### src/rtl/sa_fp_pkg.sv
// Shared fp32 multiplier types: operand type, result-routing tag and multiplier latency.
package sa_fp_pkg;

  localparam int unsigned FMUL_LAT = 2;
  localparam int unsigned TAG_ID_W = 4;

  typedef logic [31:0] fp32_t;

  typedef struct packed {
    logic                vld;
    logic [TAG_ID_W-1:0] id;
  } mul_tag_t;

endpackage

### src/rtl/rr_grant.sv
// N-way round-robin priority encoder: first set request searching from ptr+1 modulo N.
module rr_grant #(
  parameter int unsigned N = 4,
  localparam int unsigned IW = $clog2(N)
) (
  input  logic [IW-1:0] ptr,
  input  logic [N-1:0]  req,
  output logic [N-1:0]  gnt_c,
  output logic [IW-1:0] idx_c,
  output logic          any_c
);

  logic [IW-1:0] cand;

  // Walk from the farthest slot back to the nearest so the nearest requester wins.
  always_comb begin
    gnt_c = '0;
    idx_c = '0;
    any_c = 1'b0;
    cand  = '0;
    for (int k = N; k > 0; k--) begin
      cand = IW'((32'(ptr) + 32'(k)) % N);
      if (req[cand]) begin
        gnt_c       = '0;
        gnt_c[cand] = 1'b1;
        idx_c       = cand;
        any_c       = 1'b1;
      end
    end
  end

endmodule

### src/rtl/fmul_rr_arbiter.sv
// Round-robin sharing of one fp32 multiplier among N_REQ requesters; a tag pipeline
// shadowing the multiplier steers each product back to its issuer.
module fmul_rr_arbiter
  import sa_fp_pkg::*;
#(
  parameter int unsigned N_REQ   = 4,
  parameter int unsigned MUL_LAT = FMUL_LAT,
  localparam int unsigned ID_W   = $clog2(N_REQ)
) (
  input  logic                aclk,
  input  logic                rst,
  input  logic [N_REQ-1:0]    req_valid,
  output logic [N_REQ-1:0]    req_ready,
  input  logic [N_REQ*32-1:0] req_a,
  input  logic [N_REQ*32-1:0] req_b,
  output logic [N_REQ-1:0]    rsp_valid,
  output logic [31:0]         rsp_data,
  output logic                mul_tvalid,
  output logic [31:0]         mul_a_tdata,
  output logic [31:0]         mul_b_tdata,
  input  logic                mul_res_tvalid,
  input  logic [31:0]         mul_res_tdata,
  output logic [ID_W+1:0]     inflight,
  output logic                err_orphan
);

  localparam int unsigned CNT_W = ID_W + 2;
  localparam int unsigned SET_W = $clog2(MUL_LAT + 2);

  logic [N_REQ-1:0] gnt_c;
  logic [ID_W-1:0]  win_c;
  logic             any_c;
  logic             accept_c;
  fp32_t            sel_a_c, sel_b_c;
  mul_tag_t         tag_out_c;

  logic [ID_W-1:0]           rr_ptr_q, rr_ptr_d;
  mul_tag_t [MUL_LAT-1:0]    tag_q, tag_d;
  fp32_t                     mul_a_q, mul_a_d, mul_b_q, mul_b_d;
  logic [N_REQ-1:0]          rsp_valid_q, rsp_valid_d;
  fp32_t                     rsp_data_q, rsp_data_d;
  logic [CNT_W-1:0]          inflight_q, inflight_d;
  logic                      err_q, err_d;
  logic [SET_W-1:0]          settle_q, settle_d;

  rr_grant #(.N(N_REQ)) u_grant (
    .ptr   (rr_ptr_q),
    .req   (req_valid),
    .gnt_c (gnt_c),
    .idx_c (win_c),
    .any_c (any_c)
  );

  assign req_ready   = rst ? '0 : gnt_c;
  assign accept_c    = any_c & ~rst;
  assign tag_out_c   = tag_q[MUL_LAT-1];
  assign mul_tvalid  = accept_c;
  assign mul_a_tdata = accept_c ? sel_a_c : mul_a_q;
  assign mul_b_tdata = accept_c ? sel_b_c : mul_b_q;

  // Winner operand mux.
  always_comb begin
    sel_a_c = '0;
    sel_b_c = '0;
    for (int i = 0; i < N_REQ; i++) begin
      if (win_c == ID_W'(i)) begin
        sel_a_c = req_a[32*i +: 32];
        sel_b_c = req_b[32*i +: 32];
      end
    end
  end

  always_comb begin
    rr_ptr_d    = accept_c ? win_c : rr_ptr_q;
    mul_a_d     = mul_a_tdata;
    mul_b_d     = mul_b_tdata;

    tag_d        = tag_q;
    tag_d[0].vld = accept_c;
    tag_d[0].id  = TAG_ID_W'(win_c);
    for (int s = 1; s < MUL_LAT; s++) begin
      tag_d[s] = tag_q[s-1];
    end

    // Results are only delivered when the tag and the multiplier agree.
    rsp_valid_d = '0;
    rsp_data_d  = rsp_data_q;
    if (tag_out_c.vld && mul_res_tvalid) begin
      rsp_data_d = mul_res_tdata;
      for (int i = 0; i < N_REQ; i++) begin
        if (tag_out_c.id == TAG_ID_W'(i)) rsp_valid_d[i] = 1'b1;
      end
    end

    // Stale multiplier output after reset is ignored until the settle count expires.
    err_d    = err_q | ((tag_out_c.vld != mul_res_tvalid) && (settle_q == '0));
    settle_d = (settle_q != '0) ? settle_q - SET_W'(1) : settle_q;

    case ({accept_c, tag_out_c.vld})
      2'b10:   inflight_d = inflight_q + CNT_W'(1);
      2'b01:   inflight_d = inflight_q - CNT_W'(1);
      default: inflight_d = inflight_q;
    endcase
  end

  always_ff @(posedge aclk) begin
    if (rst) begin
      rr_ptr_q    <= ID_W'(N_REQ - 1);
      tag_q       <= '0;
      mul_a_q     <= '0;
      mul_b_q     <= '0;
      rsp_valid_q <= '0;
      rsp_data_q  <= '0;
      inflight_q  <= '0;
      err_q       <= 1'b0;
      settle_q    <= SET_W'(MUL_LAT + 1);
    end else begin
      rr_ptr_q    <= rr_ptr_d;
      tag_q       <= tag_d;
      mul_a_q     <= mul_a_d;
      mul_b_q     <= mul_b_d;
      rsp_valid_q <= rsp_valid_d;
      rsp_data_q  <= rsp_data_d;
      inflight_q  <= inflight_d;
      err_q       <= err_d;
      settle_q    <= settle_d;
    end
  end

  assign rsp_valid  = rsp_valid_q;
  assign rsp_data   = rsp_data_q;
  assign inflight   = inflight_q;
  assign err_orphan = err_q;

endmodule
### config.mk
export PLATFORM = sky130hd
export DESIGN_NAME = fmul_rr_arbiter
export DESIGN_NICKNAME = d
export VERILOG_FILES = /design/src/rtl/sa_fp_pkg.sv /design/src/rtl/rr_grant.sv /design/src/rtl/fmul_rr_arbiter.sv
export SDC_FILE = /design/constraint.sdc
export NUM_CORES = 1
export LEC_CHECK = 0
export ABC_AREA = 1
export BUFFER_PORTS_ARGS = -buffer_cell sky130_fd_sc_hd__buf_2
export CELL_PAD_IN_SITES_DETAIL_PLACEMENT = 1
export CELL_PAD_IN_SITES_GLOBAL_PLACEMENT = 1
export CORE_AREA = 2 2 159 161
export DETAILED_ROUTE_END_ITERATION = 6
export DIE_AREA = 0 0 161 163
export PLACE_DENSITY = 0.84
export SYNTH_ARGS = -nofsm -noshare
export SYNTH_HDL_FRONTEND = slang
export SYNTH_SLANG_ARGS = --single-unit
### constraint.sdc
create_clock -name aclk -period 8.2 [get_ports aclk]
set_input_delay 0.82 -clock aclk [delete_from_list [all_inputs] [get_ports aclk]]
set_output_delay 0.82 -clock aclk [all_outputs]
set_load 0.01 [all_outputs]
Yosys cells after proc, flatten, opt, wreduce, memory -nomap -nowiden. Cells that the tools add are included. Widths: inputs -> output; s select.

Bits in registers: 119. Input port bits: 295. Output and inout bits: 110. Word-level logic and storage cells: 97.

Add/subtract/negate cells: 7. $lt $le $gt $ge: 8. Equality and inequality tests: 9. Multiplexer cells: 44. Bitwise operators: 4. Reduce and logical (&&, ||, !) cells: 12.

Operators with widths (count): $mux 32 (10); $mux 4 (5); $mux 1 (16); $lt 2x3->1 const B (4); $bmux 1 s2 (4); $demux 1 s2 (4); $eq 4x2->1 const B (2); $ge 2x1->1 const B (4); $mux 2 (4); $pmux 4 s2 (1); $eq 2x2->1 const B (3); $logic_and 1x1->1 (6); $add 2x1->2 const B (2); $add 2x2->2 const B (2); $add 4x1->4 const B (1); $eq 2x1->1 const B (2); $eq 4x1->1 const B (1); $logic_not 2->1 (2); $logic_not 4->1 (1); $reduce_bool 2->1 (2); $sub 4x1->4 const B (1); $not 1->1 (2); $reduce_or 2->1 (1); $sub 2x1->2 const B (1); 3 further kinds (3).

Depth between registers and ports, before layout.
Depth after elaboration: 13. Depth in mapped cells: 19. Depth with buffers taken out: 18.

Cells and area by module. From an unflattened synthesis, not the netlist that was laid out.

Cell total of the unflattened synthesis: 1027. Area, all modules: 6427.4 µm².

By module, submodules not included: fmul_rr_arbiter (times used 1, cells each 939, area each 5965.7 µm², sequential area each 2302.2 µm²); rr_grant (times used 1, cells each 88, area each 461.7 µm², sequential area each 0.0 µm²).

Least setup slack after synthesis. Ideal clock, no wire load.

Path type: input port to output port. Start point: input req_valid[3]. End point: output mul_b_tdata[28]. Arrival: 2198 ps. Required time: 7380 ps. Setup slack: 5182 ps. Cell stages on the path: 14. Buffers on the path: 2. Path through: inv_1 -> o21ai_0 -> nand2_1 -> nand2_1 -> inv_1 -> nand3_1 -> nand2_1 -> inv_2 -> buf_2 -> buf_2 -> o21ai_0 -> inv_1 -> nand2_1 -> nand2_1.

Elaborated cells on any way between the ends: 26. Classes of those cells: eq/ne (3); mux (21); bitwise (1); reduce/logical (1).

RTL lines: start, declared (line fmul_rr_arbiter.sv:12) `input logic [N_REQ-1:0] req_valid,`; $bmux 1 s2 (line rr_grant.sv:23) `if (req[cand]) begin`; $mux 1 (not written as such) (line rr_grant.sv:23); $mux 1 (3 in a row) (line rr_grant.sv:23); $mux 1 * (line rr_grant.sv:23); $and 1x1->1 * (line fmul_rr_arbiter.sv:55) `assign accept_c = any_c & ~rst;`; net mul_tvalid (line fmul_rr_arbiter.sv:18) `output logic mul_tvalid,`; $mux 32 * (line fmul_rr_arbiter.sv:59) `assign mul_b_tdata = accept_c ? sel_b_c : mul_b_q;`; end, declared (line fmul_rr_arbiter.sv:20) `output logic [31:0] mul_b_tdata,`.

Mark *: on every way through the listed nets, which the timed path passes. The rest lies on a longest branch. The select of a mux whose other input is x is not followed.

Final worst setup path.
Start point: register rr_ptr_q[0]. End point: output mul_a_tdata[31].

Longest elaborated chain between the ends: 13. Elaborated cells on any way between the ends: 30. Classes of those cells: add/sub (4); eq/ne (3); mux (21); bitwise (1); reduce/logical (1).

Ends and longest elaborated chain: start, declared (line fmul_rr_arbiter.sv:37) `logic [ID_W-1:0] rr_ptr_q, rr_ptr_d;`; start signal, assigned (line fmul_rr_arbiter.sv:108) `rr_ptr_q <= ID_W'(N_REQ - 1);`; start signal, assigned (line fmul_rr_arbiter.sv:118) `rr_ptr_q <= rr_ptr_d;`; $add 2x1->2 (line rr_grant.sv:22) `cand = IW'((32'(ptr) + 32'(k)) % N);`; $bmux 1 s2 (line rr_grant.sv:23); $mux 1 (not written as such) (line rr_grant.sv:23); $mux 2 (4 in a row) (line rr_grant.sv:23); $logic_not 2->1 (line fmul_rr_arbiter.sv:66) `if (win_c == ID_W'(i)) begin`; $mux 32 (4 in a row) (line fmul_rr_arbiter.sv:66); $mux 32 * (line fmul_rr_arbiter.sv:58) `assign mul_a_tdata = accept_c ? sel_a_c : mul_a_q;`; end, declared (line fmul_rr_arbiter.sv:19) `output logic [31:0] mul_a_tdata,`.

Mark *: on every way between the ends. The rest lies on a longest branch, timed or not. The select of a mux whose other input is x is not followed.

==> metrics.txt <==
Slew HR 26.0%; post-synthesis cell type count 30; Crit. End Element output port; yosys warns 0; sequential element share of the synthesized area 33.8%; port bufs 404; RSZ-0062 raised after global routing false; critical path data required time between 7 and 8 ns; clock skew 0.00717 ns; Post-Syn Area 0.00682 mm^2; maxcap violations 0; Final HPWL DP about 21,000 um; Post CTS Setup Buffer Count 0; Peak supply drop 0.304 mV; DRC viols 0; clock sinks 115; routed vias/inst 4.66; hold buffers post-CTS 0; Initial Utilization 27.6%; outcome complete, no violations; total CTS buffers 17; sequential share of power 16.7%; crit path buf inv count 6; fill count 3,410; Sum Neg Setup Slack 0 ns; switch share 51.4%; vias in the first global route 8,730; H-tree lvl count 4; FF+latch count, synth 115; Post-layout nets 1,808; WP data arrival 4.27 ns; Logic pwr share 64.2%; FF+latch area 0.00230 mm^2; area grow syn2layout 41.6%; largest net degree at the start of global routing 77; Setup CP Type flip-flop to output port; Pre-antenna DRT Iters 4; share of layout cells above drive strength 1 30.2%; Mapped Cells 1,135; fin crit share 62.1%; Routability Congestion 0.833; Setup WS pre-CTS 3.51 ns; area occupied by multi-input gates 0.00364 mm^2; vias 8,593; crit path max fanout 72; number of antenna violations at the first check in global routing 1; CTS tree done; final hold violation count 0; Fin Hold WS 0.402 ns; critical-path cell list inv_2 > ha_1 > inv_1 > nand3_1 > nand2_2 > inv_2 > nand2_1 > nand2_2 > nand2_4 > buf_4 > nand2_1 > clkinv_2 > nand2_1 > nand3_1 > nand2_1 > nand2_1 > buf_2; clock power share 19.0%; Internal Power 2.19 mW; LEAKAGE 5.61 nW; placed insts approximately 1,800; wire per inst 15.0 um; most used cell along the critical path nand2_1; Reg clk slew, reported paths 0.06 ns; Die Wd 161 um; critical-path cell with the highest stage delay buf_4; global-route wire length before repair 43,500 um; die area 0.0262 mm^2; clk_lat worst skew around 0.42 ns; post-synth net total 1,443; row cnt 58; slowest stage delay, CP ~0.63 ns; Layout Cells excl Fill 1,844; io pins approximately 400; CTS Root Cell clkbuf_16; clock tree buffer depth 2; Setup-failing EPs final 0; crit start category flip-flop; Iter 0 DRT Violations 347; FMAX 196 MHz; Switch Pwr 2.32 mW; fin. max-slew vios 0; Die Ht 163 um; Mean Syn Cell Area 6.01 um^2; Min-Delay Path Class flip-flop to flip-flop; Post-DP Area ~0.0090 mm^2; Resized cells post-CTS 0; design area 0.00966 mm^2; crit path time final 5.09 ns; CP delay by family, top buffers and inverters; Slew @ Worst Pin 1.11 ns; grt ovf 0; pwr dens around 470 mW/mm^2; Core Region 0.0247 mm^2; final wirelength 27,700 um; Global Route Usage Sum 20.8%; Final ANT Viol Nets 0; final worst setup slack 3.11 ns
## kinds of logic (layout without fill, tap and decap cells)
logic type	Yosys count	after routing	share of synthesized area [%]
AO/OA/AOI/OAI	236	236	17.9
XOR/XNOR	2	2	0.257
adder cells (fa/ha/maj)	13	13	2.39
buffers and inverters	212	590	12.9
flip-flops	115	115	33.8
other	0	1	0
AND/OR/NAND/NOR	557	557	32.8
## per-stage QoR
step / power (mW) / util, %
2_1_floorplan: 2.74 / -
3_3_place_gp: 3.64 / 36.4
3_5_place_dp: 3.70 / 36.4
4_1_cts: 4.58 / 39.1
5_1_grt: 4.95 / 39.1
6_report: 4.51 / 39.1
## placed cells by master (no fill, tap or decap)
cell type   instances
a21oi_1            75
nand2_4             1
o211ai_1            3
inv_1             143
nor2_1             78
clkbuf_1            1
nor3_1              4
clkbuf_16          17
clkinv_4            1
nand2_2             5
o21ai_0           121
and2_1              1
clkbuf_8            1
nand3_1            61
diode_2             1
bufinv_16           6
o221ai_1            3
nand4_1             8
a21boi_4            1
nand2_1           395
dfxtp_1           115
xor2_1              1
a211oi_1            2
nor2_4              2
buf_2             403
buf_4               7
clkinvlp_4          1
xnor2_1             1
nor2_2              1
ha_1               13
clkinv_2            4
inv_6               2
inv_2               4
nand3_2             1
o21ai_1            30
o31ai_1             1
## worst reg2reg max path: stages (launching register included)
cell	delay, ns
dfxtp_1	0.55
inv_2	0.19
ha_1	0.37
inv_1	0.08
nand3_1	0.13
nand2_2	0.15
inv_2	0.09
nand2_1	0.09
nand2_2	0.10
nand2_4	0.09
buf_4	0.63
nand2_1	0.15
clkinv_2	0.54
nand2_1	0.13
nand3_1	0.24
nand2_1	0.12
a21oi_1	0.13
## power groups by stage
stage	sequential, mW	combinational [mW]	clock, mW
6_report	0.754	2.89	0.858
5_1_grt	0.769	3.28	0.903
4_1_cts	0.755	2.95	0.877
3_5_place_dp	0.766	2.94	0
3_3_place_gp	0.759	2.88	0
2_1_floorplan	0.758	1.99	0
## registers in the layout, summed over array words and instances (netlist names)
signal	flops
inflight	4
tag_d	3
settle_q	2
rsp_data	32
mul_b_q	32
err_orphan	1
rsp_valid	4
tag_out_c	3
mul_a_q	32
rr_ptr_q	2
## Yosys cell counts (all sizes together)
cell type  instances  area [um^2]
o21ai            151          756
o31ai              1         7.51
xnor2              1         8.76
nor2              81          322
ha                13          163
nand2            401         1520
nand4              8         50.1
dfxtp            115         2300
a21oi             75          375
o221ai             3         26.3
clkinv             1         5.00
inv              147          552
nand3             62          315
and2               1         6.26
a211oi             2         15.0
xor2               1         8.76
nor3               4         20.0
a21boi             1         18.8
o211ai             3         22.5
buf               37          220
clkbuf            27          101
## final timing paths
check                                 start               to  cells past startpoint  slack [ns]
worst max-delay path            rr_ptr_q[0]  mul_a_tdata[31]                     17        3.11
worst min-delay path               tag_d[6]     tag_out_c[1]                      2        0.40
worst max register to register  rr_ptr_q[0]      mul_a_q[31]                     16        4.36
worst min register to register     tag_d[6]     tag_out_c[1]                      2        0.40
## cell type report
class / count / area share, %
Antenna cell: 1 / 0.0259
Clock buffer: 19 / 4.59
Clock inverter: 13 / 2.37
Inverter: 148 / 5.77
Multi-Input combinational cell: 808 / 37.7
Sequential cell: 115 / 23.8
Tap cell: 330 / 4.28
Timing Repair Buffer: 410 / 21.4
## per-layer routing
layer,up-vias,track usage (%),share of wire (%)
met5,-,0,0
met4,0,8.44,3.2
met3,51,5.27,7.0
met2,301,37.5,49
met1,3954,23.3,40
li1,4287,-,-
Note: power is estimated with default switching activity, not from simulation.
